**config.mk**
```make
export PLATFORM = sky130hd
export DESIGN_NAME = poets_system_streaming_block_id_arb_flat
export DESIGN_NICKNAME = d
export VERILOG_FILES = /design/src/rtl/poets_system_streaming_block_id_arb_pkg.sv /design/src/rtl/poets_system_streaming_block_id_arb_if.sv /design/src/rtl/poets_system_streaming_block_id_arb_rr_pick.sv /design/src/rtl/poets_system_streaming_block_id_arb.sv /design/src/flat_wrapper.sv
export SDC_FILE = /design/constraint.sdc
export NUM_CORES = 1
export LEC_CHECK = 0
export ABC_AREA = 1
export CAP_MARGIN = 20
export CELL_PAD_IN_SITES_DETAIL_PLACEMENT = 0
export CELL_PAD_IN_SITES_GLOBAL_PLACEMENT = 1
export CORE_MARGIN = 3
export CORE_UTILIZATION = 27
export DETAILED_ROUTE_END_ITERATION = 8
export GPL_ROUTABILITY_DRIVEN = 0
export PLACE_DENSITY = 0.89
export SLEW_MARGIN = 15
export SYNTH_ARGS = -nofsm -noshare
export SYNTH_HDL_FRONTEND = slang
export SYNTH_SLANG_ARGS = --single-unit
export TNS_END_PERCENT = 5
```
**constraint.sdc**
```tcl
create_clock -name clk -period 5.2 [get_ports clk]
set_input_delay 0.52 -clock clk [delete_from_list [all_inputs] [get_ports clk]]
set_output_delay 0.52 -clock clk [all_outputs]
set_load 0.01 [all_outputs]
```
**src/rtl/poets_system_streaming_block_id_arb_pkg.sv**
```systemverilog
// Shared types and defaults for the block-ID RAM arbiter.
//   arb_state_e : arbiter FSM states (IDLE, ISSUE, CAPTURE)
//   arb_op_e    : latched operation kind (OP_READ, OP_WRITE)
//   DEF_*       : default requester count and RAM geometry (4 requesters, 32x8 RAM)
//   wrap_inc    : modulo-n increment, used to advance the round-robin pointer
package poets_block_id_arb_pkg;

  typedef enum logic [1:0] {
    IDLE    = 2'd0,
    ISSUE   = 2'd1,
    CAPTURE = 2'd2
  } arb_state_e;

  typedef enum logic {
    OP_READ  = 1'b0,
    OP_WRITE = 1'b1
  } arb_op_e;

  localparam int DEF_NUM_REQ = 4;
  localparam int DEF_ADDR_W  = 5;
  localparam int DEF_DATA_W  = 8;

  function automatic int unsigned wrap_inc(input int unsigned idx, input int unsigned n);
    return (idx + 1 >= n) ? 0 : idx + 1;
  endfunction

endpackage

```
**src/rtl/poets_system_streaming_block_id_arb_if.sv**
```systemverilog
// Bus bundle between the requester-side interconnect, the arbiter and the
// block-ID RAM s1 port.
//   req_*  : packed per-requester Avalon-MM signals (requester i at slice i)
//   ram_*  : single RAM port
// Modports:
//   slave  : arbiter view (consumes requests, drives the RAM)
//   master : environment view (drives requests, models the RAM)
//
// Handshake: a requester holds read/write (with address/data) asserted while
// req_waitrequest[i] is 1; the access is complete in the single cycle where
// req_waitrequest[i] is 0, and for reads req_readdata is valid in that cycle.
interface poets_system_streaming_block_id_arb_if #(
  parameter int NUM_REQ = 4,
  parameter int ADDR_W  = 5,
  parameter int DATA_W  = 8
);
  logic [NUM_REQ*ADDR_W-1:0] req_address;
  logic [NUM_REQ-1:0]        req_read;
  logic [NUM_REQ-1:0]        req_write;
  logic [NUM_REQ*DATA_W-1:0] req_writedata;
  logic [NUM_REQ-1:0]        req_debugaccess;
  logic [NUM_REQ-1:0]        req_waitrequest;
  logic [DATA_W-1:0]         req_readdata;

  logic [ADDR_W-1:0]         ram_address;
  logic                      ram_chipselect;
  logic                      ram_write;
  logic [DATA_W-1:0]         ram_writedata;
  logic                      ram_debugaccess;
  logic                      ram_clken;
  logic [DATA_W-1:0]         ram_readdata;

  modport slave (
    input  req_address, req_read, req_write, req_writedata, req_debugaccess,
    input  ram_readdata,
    output req_waitrequest, req_readdata,
    output ram_address, ram_chipselect, ram_write, ram_writedata,
    output ram_debugaccess, ram_clken
  );

  modport master (
    output req_address, req_read, req_write, req_writedata, req_debugaccess,
    output ram_readdata,
    input  req_waitrequest, req_readdata,
    input  ram_address, ram_chipselect, ram_write, ram_writedata,
    input  ram_debugaccess, ram_clken
  );
endinterface

```
**src/rtl/poets_system_streaming_block_id_arb_rr_pick.sv**
```systemverilog
// Combinational round-robin selector.
//   active_i      : one bit per requester with a pending access
//   rr_ptr_i      : index with highest priority this round
//   grant_idx_o   : first active index at or after rr_ptr_i (modulo NUM_REQ)
//   grant_valid_o : any requester active
module poets_rr_pick #(
  parameter int NUM_REQ = 4,
  parameter int IDX_W   = (NUM_REQ > 1) ? $clog2(NUM_REQ) : 1
) (
  input  logic [NUM_REQ-1:0] active_i,
  input  logic [IDX_W-1:0]   rr_ptr_i,
  output logic [IDX_W-1:0]   grant_idx_o,
  output logic               grant_valid_o
);

  always_comb begin
    int idx;
    idx           = 0;
    grant_idx_o   = '0;
    grant_valid_o = 1'b0;
    for (int k = 0; k < NUM_REQ; k++) begin
      idx = int'(rr_ptr_i) + k;
      if (idx >= NUM_REQ) idx = idx - NUM_REQ;
      // First hit wins; later hits in the scan are lower priority.
      if (!grant_valid_o && active_i[IDX_W'(idx)]) begin
        grant_valid_o = 1'b1;
        grant_idx_o   = IDX_W'(idx);
      end
    end
  end

endmodule

```
**src/rtl/poets_system_streaming_block_id_arb.sv**
```systemverilog
// Round-robin arbiter sharing the single-port block-ID RAM between NUM_REQ
// Avalon-MM requesters. One access at a time: IDLE picks a requester,
// ISSUE presents the latched address to the RAM, CAPTURE returns read data
// (the RAM registers its address, so data appears one cycle after ISSUE).
// Writes finish in ISSUE.
//
// Ports:
//   clk, reset : clock, asynchronous active-high reset
//   freeze     : inhibits new grants while high (in-flight access completes)
//   bus        : requester and RAM signals (slave modport)
//   state_o    : current FSM state, for observation
//
// Build option POETS_BLOCK_ID_ARB_WRITE_EN: when defined, write requests are
// forwarded to the RAM (ram_write plus the requester's debugaccess); when
// undefined the RAM is read-only and writes complete with data discarded.
module poets_system_streaming_block_id_arb
  import poets_block_id_arb_pkg::*;
#(
  parameter int NUM_REQ = DEF_NUM_REQ,
  parameter int ADDR_W  = DEF_ADDR_W,
  parameter int DATA_W  = DEF_DATA_W
) (
  input  logic       clk,
  input  logic       reset,
  input  logic       freeze,
  poets_system_streaming_block_id_arb_if.slave bus,
  output arb_state_e state_o
);

  localparam int IDX_W = (NUM_REQ > 1) ? $clog2(NUM_REQ) : 1;

  arb_state_e         state_q;
  arb_op_e            op_q;
  logic [IDX_W-1:0]   rr_ptr_q;
  logic [IDX_W-1:0]   grant_q;
  logic [IDX_W-1:0]   rr_next_d;
  logic [IDX_W-1:0]   pick_idx;
  logic               pick_valid;
  logic [NUM_REQ-1:0] active;
  logic [ADDR_W-1:0]  ram_address_q;
  logic [DATA_W-1:0]  ram_writedata_q;
  logic               ram_chipselect_q;
  logic [NUM_REQ-1:0] waitrequest_d;
  logic [DATA_W-1:0]  readdata_d;
`ifdef POETS_BLOCK_ID_ARB_WRITE_EN
  logic               ram_write_q;
  logic               ram_debugaccess_q;
`endif

  assign active = bus.req_read | bus.req_write;

  poets_rr_pick #(
    .NUM_REQ (NUM_REQ),
    .IDX_W   (IDX_W)
  ) u_pick (
    .active_i      (active),
    .rr_ptr_i      (rr_ptr_q),
    .grant_idx_o   (pick_idx),
    .grant_valid_o (pick_valid)
  );

  // Priority moves to the requester just after the one being completed.
  assign rr_next_d = IDX_W'(wrap_inc(32'(grant_q), NUM_REQ));

  // RAM-side outputs are registered: they are loaded on the IDLE->ISSUE edge
  // so they are valid exactly during ISSUE, and cleared on leaving ISSUE.
  always_ff @(posedge clk or posedge reset) begin
    if (reset) begin
      state_q           <= IDLE;
      op_q              <= OP_READ;
      rr_ptr_q          <= '0;
      grant_q           <= '0;
      ram_address_q     <= '0;
      ram_writedata_q   <= '0;
      ram_chipselect_q  <= 1'b0;
`ifdef POETS_BLOCK_ID_ARB_WRITE_EN
      ram_write_q       <= 1'b0;
      ram_debugaccess_q <= 1'b0;
`endif
    end else begin
      case (state_q)
        IDLE: begin
          if (!freeze && pick_valid) begin
            state_q          <= ISSUE;
            grant_q          <= pick_idx;
            // Read+write together is treated as a write.
            op_q             <= bus.req_write[pick_idx] ? OP_WRITE : OP_READ;
            ram_address_q    <= bus.req_address[pick_idx*ADDR_W +: ADDR_W];
            ram_writedata_q  <= bus.req_writedata[pick_idx*DATA_W +: DATA_W];
            ram_chipselect_q <= 1'b1;
`ifdef POETS_BLOCK_ID_ARB_WRITE_EN
            ram_write_q       <= bus.req_write[pick_idx];
            ram_debugaccess_q <= bus.req_debugaccess[pick_idx];
`endif
          end
        end
        ISSUE: begin
          ram_chipselect_q <= 1'b0;
`ifdef POETS_BLOCK_ID_ARB_WRITE_EN
          ram_write_q       <= 1'b0;
          ram_debugaccess_q <= 1'b0;
`endif
          if (op_q == OP_WRITE) begin
            state_q  <= IDLE;
            rr_ptr_q <= rr_next_d;
          end else begin
            state_q  <= CAPTURE;
          end
        end
        CAPTURE: begin
          state_q  <= IDLE;
          rr_ptr_q <= rr_next_d;
        end
        default: state_q <= IDLE;
      endcase
    end
  end

  // Completion is the write's ISSUE cycle or the read's CAPTURE cycle.
  always_comb begin
    waitrequest_d = '1;
    readdata_d    = '0;
    if ((state_q == ISSUE && op_q == OP_WRITE) || state_q == CAPTURE)
      waitrequest_d[grant_q] = 1'b0;
    if (state_q == CAPTURE)
      readdata_d = bus.ram_readdata;
  end

  assign bus.req_waitrequest = waitrequest_d;
  assign bus.req_readdata    = readdata_d;
  assign bus.ram_address     = ram_address_q;
  assign bus.ram_chipselect  = ram_chipselect_q;
  assign bus.ram_writedata   = ram_writedata_q;
  assign bus.ram_clken       = 1'b1;
`ifdef POETS_BLOCK_ID_ARB_WRITE_EN
  assign bus.ram_write       = ram_write_q;
  assign bus.ram_debugaccess = ram_debugaccess_q;
`else
  assign bus.ram_write       = 1'b0;
  assign bus.ram_debugaccess = 1'b0;
`endif
  assign state_o = state_q;

endmodule

```
**src/flat_wrapper.sv**
```systemverilog
// flat-port wrapper written by rule: the top's interface ports become plain ports
module poets_system_streaming_block_id_arb_flat import poets_block_id_arb_pkg::*;
#(
  parameter int NUM_REQ = DEF_NUM_REQ,
  parameter int ADDR_W  = DEF_ADDR_W,
  parameter int DATA_W  = DEF_DATA_W
)
  (clk, reset, freeze, state_o, bus_req_address, bus_req_read, bus_req_write, bus_req_writedata, bus_req_debugaccess, bus_ram_readdata, bus_req_waitrequest, bus_req_readdata, bus_ram_address, bus_ram_chipselect, bus_ram_write, bus_ram_writedata, bus_ram_debugaccess, bus_ram_clken);
  poets_system_streaming_block_id_arb_if #(.NUM_REQ(NUM_REQ), .ADDR_W(ADDR_W), .DATA_W(DATA_W)) bus_i ();
  input  logic clk;
  input  logic reset;
  input  logic freeze;
  output arb_state_e state_o;
  input wire logic [$bits(bus_i.req_address)-1:0] bus_req_address;
  input wire logic [$bits(bus_i.req_read)-1:0] bus_req_read;
  input wire logic [$bits(bus_i.req_write)-1:0] bus_req_write;
  input wire logic [$bits(bus_i.req_writedata)-1:0] bus_req_writedata;
  input wire logic [$bits(bus_i.req_debugaccess)-1:0] bus_req_debugaccess;
  input wire logic [$bits(bus_i.ram_readdata)-1:0] bus_ram_readdata;
  output wire logic [$bits(bus_i.req_waitrequest)-1:0] bus_req_waitrequest;
  output wire logic [$bits(bus_i.req_readdata)-1:0] bus_req_readdata;
  output wire logic [$bits(bus_i.ram_address)-1:0] bus_ram_address;
  output wire logic [$bits(bus_i.ram_chipselect)-1:0] bus_ram_chipselect;
  output wire logic [$bits(bus_i.ram_write)-1:0] bus_ram_write;
  output wire logic [$bits(bus_i.ram_writedata)-1:0] bus_ram_writedata;
  output wire logic [$bits(bus_i.ram_debugaccess)-1:0] bus_ram_debugaccess;
  output wire logic [$bits(bus_i.ram_clken)-1:0] bus_ram_clken;
  assign bus_i.req_address = bus_req_address;
  assign bus_i.req_read = bus_req_read;
  assign bus_i.req_write = bus_req_write;
  assign bus_i.req_writedata = bus_req_writedata;
  assign bus_i.req_debugaccess = bus_req_debugaccess;
  assign bus_i.ram_readdata = bus_ram_readdata;
  assign bus_req_waitrequest = bus_i.req_waitrequest;
  assign bus_req_readdata = bus_i.req_readdata;
  assign bus_ram_address = bus_i.ram_address;
  assign bus_ram_chipselect = bus_i.ram_chipselect;
  assign bus_ram_write = bus_i.ram_write;
  assign bus_ram_writedata = bus_i.ram_writedata;
  assign bus_ram_debugaccess = bus_i.ram_debugaccess;
  assign bus_ram_clken = bus_i.ram_clken;
  poets_system_streaming_block_id_arb #(.NUM_REQ(NUM_REQ), .ADDR_W(ADDR_W), .DATA_W(DATA_W)) u_core (.clk(clk), .reset(reset), .freeze(freeze), .bus(bus_i), .state_o(state_o));
endmodule
```
==> results.toml <==
[power]
sw_frac_of_total_pct = 51.90
ir_drop_v = 0.0001804
p_per_area_nw_per_um2 = 511.0
seq_power_share_pct = 20.6
p_int_mw = 0.7240
comb_power_share_pct = 72.4
total_power_mw = 1.505
p_leak_nw = 1.574
p_sw_mw = 0.7812
pwr-share-clk_pct = 7.0

[floorplan]
initial_utilization_pct = 28.87
fp.dieW_um = 90.04
rows = 29
coreArea_um2 = 6604
die-height_um = 90.04
die_area_um2 = 8106
pin_count = 106

[worst_setup_path]
worstSetupStartpointType = "input pin"
cp_num_buf_inv = 1
cp_slowest_cell = "nand2_1"
cp_cell_sequence = "clkdlybuf4s50_1 -> nor2_1 -> nand2_1 -> nand2_1 -> nand2_1 -> nand2_1 -> a21oi_1 -> nand2_1 -> nand2_4 -> or2_1 -> nand3_1 -> nand3_1"
crit_family = "simple AND/OR/NAND/NOR gates"
arrival_ns = 2.98
crit_fanout = 33
cpPeakStageDelay_ns = 0.59
critPathRequiredTime_ns = 5.34
end_kind = "flop"
worst-setup-path-type = "in2reg"
cpMostUsedCell = "nand2_1"

[clock_tree]
clock_latency_ns = 0.26
cts-buffers-inserted = 3
cts-htree-levels = 1
cts_resized = 0
clockRootBuffer = "clkbuf_8"
cts_max_path_buffers = 2
cts.sinks = 21
clk_pin_slew_ns = 0.08
postCtsSetupRepairBufs = 0
cts_hold_buf = 0
cts_tree = "built"

[timing]
fin_crit_ns = 2.843
slew_headroom_pct = 46.29
worst_slew_pin_slew_ns = 0.8037
fin_tns_setup_ns = 0
rsz0062_at_grt = "no"
layout_setup_ws_ns = 2.357
max_clock_freq_mhz = 351.7
fin_hold_ws_ns = 0.4585
drv_slew = 0
setup_viol = 0
post-route-period-util_pct = 54.68
clock_skew_ns = 0.005851
finalHoldViolCount = 0

[synthesis]
ys_ff_latch = 21
synthDistinctLibCells = 24
async_flop_share_pct = 100.0
synth_cells = 326
synthTopCellsByArea = "dfrtp_1, nand2_1, nand3_1"
yosysMostFrequentCell = "nand2_1"
yosys-top-cells-count = "nand2_1, inv_1, nand3_1"
synth.top_cell.area_share_pct = 27.56
synth-edff-count = 0
avgSynthCellArea_um2 = 5.849
synth_area_leader_cell = "dfrtp_1"
syn_area_um2 = 1907
yosysSeqAreaShare_pct = 27.56
ys.flop_type = "dfrtp_1"
yosys_warnings = 0

[min_path]
hold_path_class = "reg2reg"

[route]
drt_iter0_markers = 85
vias_per_cell = 4.229
wl_um = 5806
wl_per_cell_um = 11.47
drt_pre_antenna_iters = 4
vias = 2140
drt.antenna.violating_nets = 0
drc = 0

[placement]
hpwl_um = 4576
placedCellCount = 502
place_ws_ns = 2.088
port_buffers = 98

[grt]
grt_usage_pct = 14.66
grt_pass1_vias = 2233
antenna_found_initial = 0
grt_max_degree = 34
grt_overflow = 0
grt_pass1_wl_um = 10140

[run]
cap_violations = 0

[layout]
instances_no_fill = 506
diodes = 0
areaGrowthSynthToFinish_pct = 54.46
drive_gt1_share_pct = 4.358
nNetsFinal = 493

[run_status]
status = "finished clean"
-- per-stage QoR --
step	util [%]	instance area, um^2
floorplan	-	1911
global placement	43.90	2899
detailed placement	43.90	2899
CTS	44.60	2945
global route	44.60	2945
finish	44.60	2945
-- logic make-up after synthesis --
family / Yosys count / synth area share [%]
adder cells (fa/ha/maj): 4 / 2.625
flip-flops: 21 / 27.56
AO/OA/AOI/OAI: 7 / 2.034
other: 2 / 0.3938
buffers and inverters: 85 / 19.55
AND/OR/NAND/NOR: 207 / 47.83
-- cell usage in the layout (no fill, tap or decap), types with 3 or more instances in the layout --
master           instances
nand3_1                 60
clkbuf_8                 3
ha_1                     4
conb_1                   3
or2_1                    3
dfrtp_1                 21
o21ai_0                  3
nor2_1                  19
inv_1                   66
nand2_1                113
nand2_2                  3
clkdlybuf4s50_1         98
-- worst reg2reg max path: stages (launching register included) --
cell	delay, ns
dfrtp_1	0.59
inv_6	0.07
nand2_1	0.14
nand2_1	0.07
nand2_1	0.06
nand2_1	0.07
a21oi_1	0.12
nand2_1	0.47
nand2_4	0.53
nand2_1	0.09
nand3_1	0.13
nand2_1	0.07
nand2_1	0.06
nand2_1	0.06
-- area by class of cell --
cell class | instances | area [um^2]
tap | 93 | 116.4
timing repair buffer | 98 | 980.9
sequential | 21 | 525.5
inverter | 69 | 264.0
clock buffer | 3 | 41.29
fill | 697 | 3659
multi-input combinational | 221 | 1012
clock inverter | 1 | 5.005
-- flip-flops by register name, summed over array words and instances (netlist names) --
name	count
u_core.bus.ram_writedata	8
u_core.bus.ram_address	5
u_core.grant_q	2
u_core.rr_ptr_q	2
u_core.state_o	2
u_core.bus.ram_chipselect	1
u_core.op_q	1
-- power by group through the flow --
stage                     sequential, mW  clock, mW  combinational (mW)
final                              0.310      0.105                1.09
after global routing               0.322      0.120                1.24
after CTS                          0.310      0.110                1.11
after detailed placement           0.311          0                1.10
after global placement             0.312          0                1.09
after floorplan                    0.320          0               0.768
-- routing by layer --
layer  up-vias  track usage (%)  wire length [um]
li1       1142                -                 -
met1       900            17.94              2532
met2        86            25.08              2731
met3        12            4.257               413
met4         0            3.954               129
met5         -                0                 0
-- final timing paths --
path | end | cells after the start | slack (ns) | from
worst max-delay path | u_core.bus.ram_address[4] | 12 | 2.36 | bus_req_write[2]
min in group asynchronous | u_core.bus.ram_writedata[2] | 2 | 0.71 | reset
worst max register to register | u_core.bus.ram_writedata[1] | 13 | 2.57 | u_core.rr_ptr_q[0]
worst min-delay path | u_core.state_o[1] | 1 | 0.46 | u_core.op_q
max in group asynchronous | u_core.op_q | 2 | 3.99 | reset
worst min register to register | u_core.state_o[1] | 1 | 0.46 | u_core.op_q
Power figures use the tool's default switching activity.
==> RTL edit 1, RTL diff (same settings) <==
The package constant `DEF_ADDR_W` goes from 5 to 4.
--- a/src/rtl/poets_system_streaming_block_id_arb_pkg.sv
+++ b/src/rtl/poets_system_streaming_block_id_arb_pkg.sv
@@ -17,7 +17,7 @@
   } arb_op_e;
 
   localparam int DEF_NUM_REQ = 4;
-  localparam int DEF_ADDR_W  = 5;
+  localparam int DEF_ADDR_W  = 4;
   localparam int DEF_DATA_W  = 8;
 
   function automatic int unsigned wrap_inc(input int unsigned idx, input int unsigned n);
Interface: changed (resized bus_ram_address and bus_req_address); port bits go from 106 to 101. No check against the original RTL was run, so the function may have changed too.
==> RTL edit 1 against the unedited design <==
Design area decreased by 5.9%. Sequential cell count decreased by 1. Setup slack improved by 0.39 ns. Clock skew increased by 0.0047 ns. Cell count decreased by 14%. Area after synthesis decreased by 5.4%. Power decreased by 10%. Wire length decreased by 7.1%. Hold slack got worse by 0.0036 ns.
==> RTL edit 1: results <==
set metrics [dict create \
    first_pass_iters 4 \
    p_int_uw 659 \
    grt_pass1_wl_um 8580 \
    port-buffer-count 93 \
    worst_path_largest_cell_delay_ns 0.49 \
    cts-resized-gates 0 \
    hpwl_um 4350 \
    ys_async_sr_fraction_pct 100 \
    min_path_type "flop to flop" \
    clockBufferDepth 2 \
    arrival_ns 2.64 \
    ir_drop_uv 215 \
    leakagePower_uw 0.00135 \
    synthTopCellsByCount "nand2_1, nand3_1, dfrtp_1" \
    cts_buffers 3 \
    cts_root_buf "clkbuf_8" \
    synth.area.top_cells "dfrtp_1, nand2_1, nand3_1, nand2_2, nor2_1" \
    htree_levels 1 \
    yosysSeqAreaShare_pct 27.8 \
    vias 2007 \
    path_clk_slew_ns 0.06 \
    fillers 681 \
    postCtsSetupBuffers 0 \
    drtIter0Drc 88 \
    antenna_found_initial 0 \
    cp_max_fo 19 \
    skew_ns 0.0106 \
    status "finished clean" \
    insertion_delay_ns 0.26 \
    grt_max_degree 27 \
    wl_um 5390 \
    grt_pass1_vias 1847 \
    synth_cell_types 23 \
    ys_warn_count 0 \
    fin_nets 433 \
    largest_register_ffs 8 \
    cp_slowest_cell "clkdlybuf4s50_1" \
    antenna_cells 0 \
    worstMarginPinSlew_ns 0.759 \
    grtUsageTotal_pct 13.9 \
    drive_above_1_share_pct 10.1 \
]
RTL edit 1: layout make-up:
class / instances / area, um^2 / area share [%]
flip-flops and latches: 20 / 500 / 18.1
inverters: 20 / 82.6 / 2.98
clock buffers: 3 / 41.3 / 1.49
well taps: 77 / 96.3 / 3.48
multi-input cells: 220 / 1120 / 40.4
repair buffers: 93 / 931 / 33.6
RTL edit 1: power groups by stage:
| stage | Combinational [uW] | Clock [uW] | Sequential, uW |
|---|---|---|---|
| 4_1_cts | 970 | 101 | 292 |
| 5_1_grt | 1090 | 109 | 303 |
| 3_3_place_gp | 961 | 0 | 292 |
| 3_5_place_dp | 968 | 0 | 293 |
| 6_report | 960 | 100 | 292 |
| 2_1_floorplan | 685 | 0 | 298 |
RTL edit 1: kinds of logic (layout without fill, tap and decap cells):
group | after synthesis | count (layout) | share of synthesized area (%)
compound gates | 6 | 6 | 2.29
fa+ha+maj | 4 | 4 | 2.78
buf+inv | 33 | 116 | 10.4
flops | 20 | 20 | 27.8
other cells | 2 | 3 | 0.417
simple gates | 207 | 207 | 56.3
RTL edit 1: critical path, delay by kind of cell:
family        cells  cell delay [ns]
buf+inv           2             0.98
simple gates      9             1.13
RTL edit 1: worst paths after layout:
kind                                          from                         to  slack (ns)  cells past startpoint
worst max-delay path              bus_req_write[0]                u_core.op_q        2.75                     11
worst min-delay path                   u_core.op_q          u_core.state_o[1]        0.45                      1
worst max register to register  u_core.rr_ptr_q[0]                u_core.op_q        2.82                     10
worst min register to register         u_core.op_q          u_core.state_o[1]        0.45                      1
max in group asynchronous                    reset          u_core.grant_q[0]        4.02                      2
min in group asynchronous                    reset  u_core.bus.ram_address[0]        0.69                      2
RTL edit 1: per-stage QoR:
stage / cell area, um^2 / utilization (%) / std cells / worst slack [ns]
floorplan: 1810 / - / 273 / 3.37
global placement: 2730 / 42.5 / 430 / 2.48
detailed placement: 2730 / 42.5 / 430 / 2.48
CTS: 2770 / 43.1 / 433 / 2.74
global route: 2770 / 43.1 / 433 / 2.56
finish: 2770 / 43.1 / 433 / 2.75
RTL edit 1: per-layer routing:
layer	global-route usage, %	up-vias	routed length, um
li1	-	1024	-
met1	19.8	915	2530
met2	22.5	66	2490
met3	1.51	2	338
met4	2.93	0	38
met5	0	-	0
==> RTL edit 2, RTL diff (same flow settings) <==
Without the edit above. Make the reset (`reset`) synchronous in one clocked block. Comments in the files are not updated.
--- a/src/rtl/poets_system_streaming_block_id_arb.sv
+++ b/src/rtl/poets_system_streaming_block_id_arb.sv
@@ -64,7 +64,7 @@
 
   // RAM-side outputs are registered: they are loaded on the IDLE->ISSUE edge
   // so they are valid exactly during ISSUE, and cleared on leaving ISSUE.
-  always_ff @(posedge clk or posedge reset) begin
+  always_ff @(posedge clk) begin
     if (reset) begin
       state_q           <= IDLE;
       op_q              <= OP_READ;
Formal check against the unedited RTL: differs if reset is asserted again (counterexample within 4 cycles, from zero or initial values and one cycle with reset high); with reset held inactive, the same outputs for 10 cycles.
==> RTL edit 2 against the unedited design <==
First-iteration DRC count grew 12%. Maximum frequency shrank 0.50%. Die area shrank 8.2%. Sequential cell count is the same. Setup slack lost 0.014 ns. Design area shrank 5.9%. Hold slack lost 0.037 ns. Area after synthesis shrank 8.8%. Wire length shrank 7.6%. Critical path type unchanged. Critical endpoint is now u_core.bus.ram_writedata[1]. Largest cell class unchanged.
Power is not compared: it rests on default switching activity, and its combinational part moved more than twofold at a synthesized area within 25%.
==> RTL edit 2: results <==
set metrics [dict create \
    syn-instance-count 319 \
    drive_above_1_share_pct 4.40 \
    crit-reg2reg-launch "u_core.rr_ptr_q[0]" \
    worst_path_largest_cell_delay_ns 0.52 \
    grt_pass1_vias 1946 \
    wl_met2_um 2220 \
    vias 2088 \
    status "finished clean" \
    ys.flop_type "dfxtp_1" \
    r2r-end "u_core.bus.ram_writedata[1]" \
    yosysSeqAreaShare_pct 24.2 \
    skew_ns 0.00410 \
    synth_compound_area_share_pct 4.24 \
    met3_length_um 565 \
    grt_max_degree 31 \
    vias_per_cell 4.31 \
    worstMarginPinSlew_ns 0.785 \
    hp-start "u_core.op_q" \
    r2r_cells 12 \
    r2r_slack_ns 2.51 \
    drtIter0Drc 95 \
    preCtsSetupSlack_ns 2.09 \
    period_minus_slack_ns 2.86 \
    met1Wirelength_um 2540 \
    cp_max_fo 30 \
    met3_usage_pct 4.85 \
]
RTL edit 2: cell types whose count changed in the layout (fill, tap and decap cells not counted), moves of 3 or more:
cell / delta
nand2_1: +21
nor2_1: +28
dfrtp_1: -21
or2_1: -3
a21oi_1: +4
nand3_1: -25
dfxtp_1: +21
inv_1: -32
RTL edit 2: power by group through the flow:
stage | sequential (uW) | clock (uW) | combinational [uW]
global route | 199 | 122 | 302
global placement | 199 | 0 | 267
CTS | 195 | 114 | 270
finish | 195 | 107 | 267
floorplan | 204 | 0 | 151
detailed placement | 199 | 0 | 269
RTL edit 2: cell type report:
class | instances | area share, %
clock buffer | 3 | 1.49
clock inverter | 1 | 0.181
inverter | 39 | 5.46
multi-input combinational | 247 | 38.9
sequential | 21 | 15.2
tap | 75 | 3.38
timing repair buffer | 98 | 35.4
RTL edit 2: through the flow:
stage          power, uW  cell area, um^2
4_1_cts              579             2770
2_1_floorplan        355             1740
3_5_place_dp         467             2730
6_report             570             2770
3_3_place_gp         465             2730
5_1_grt              622             2770
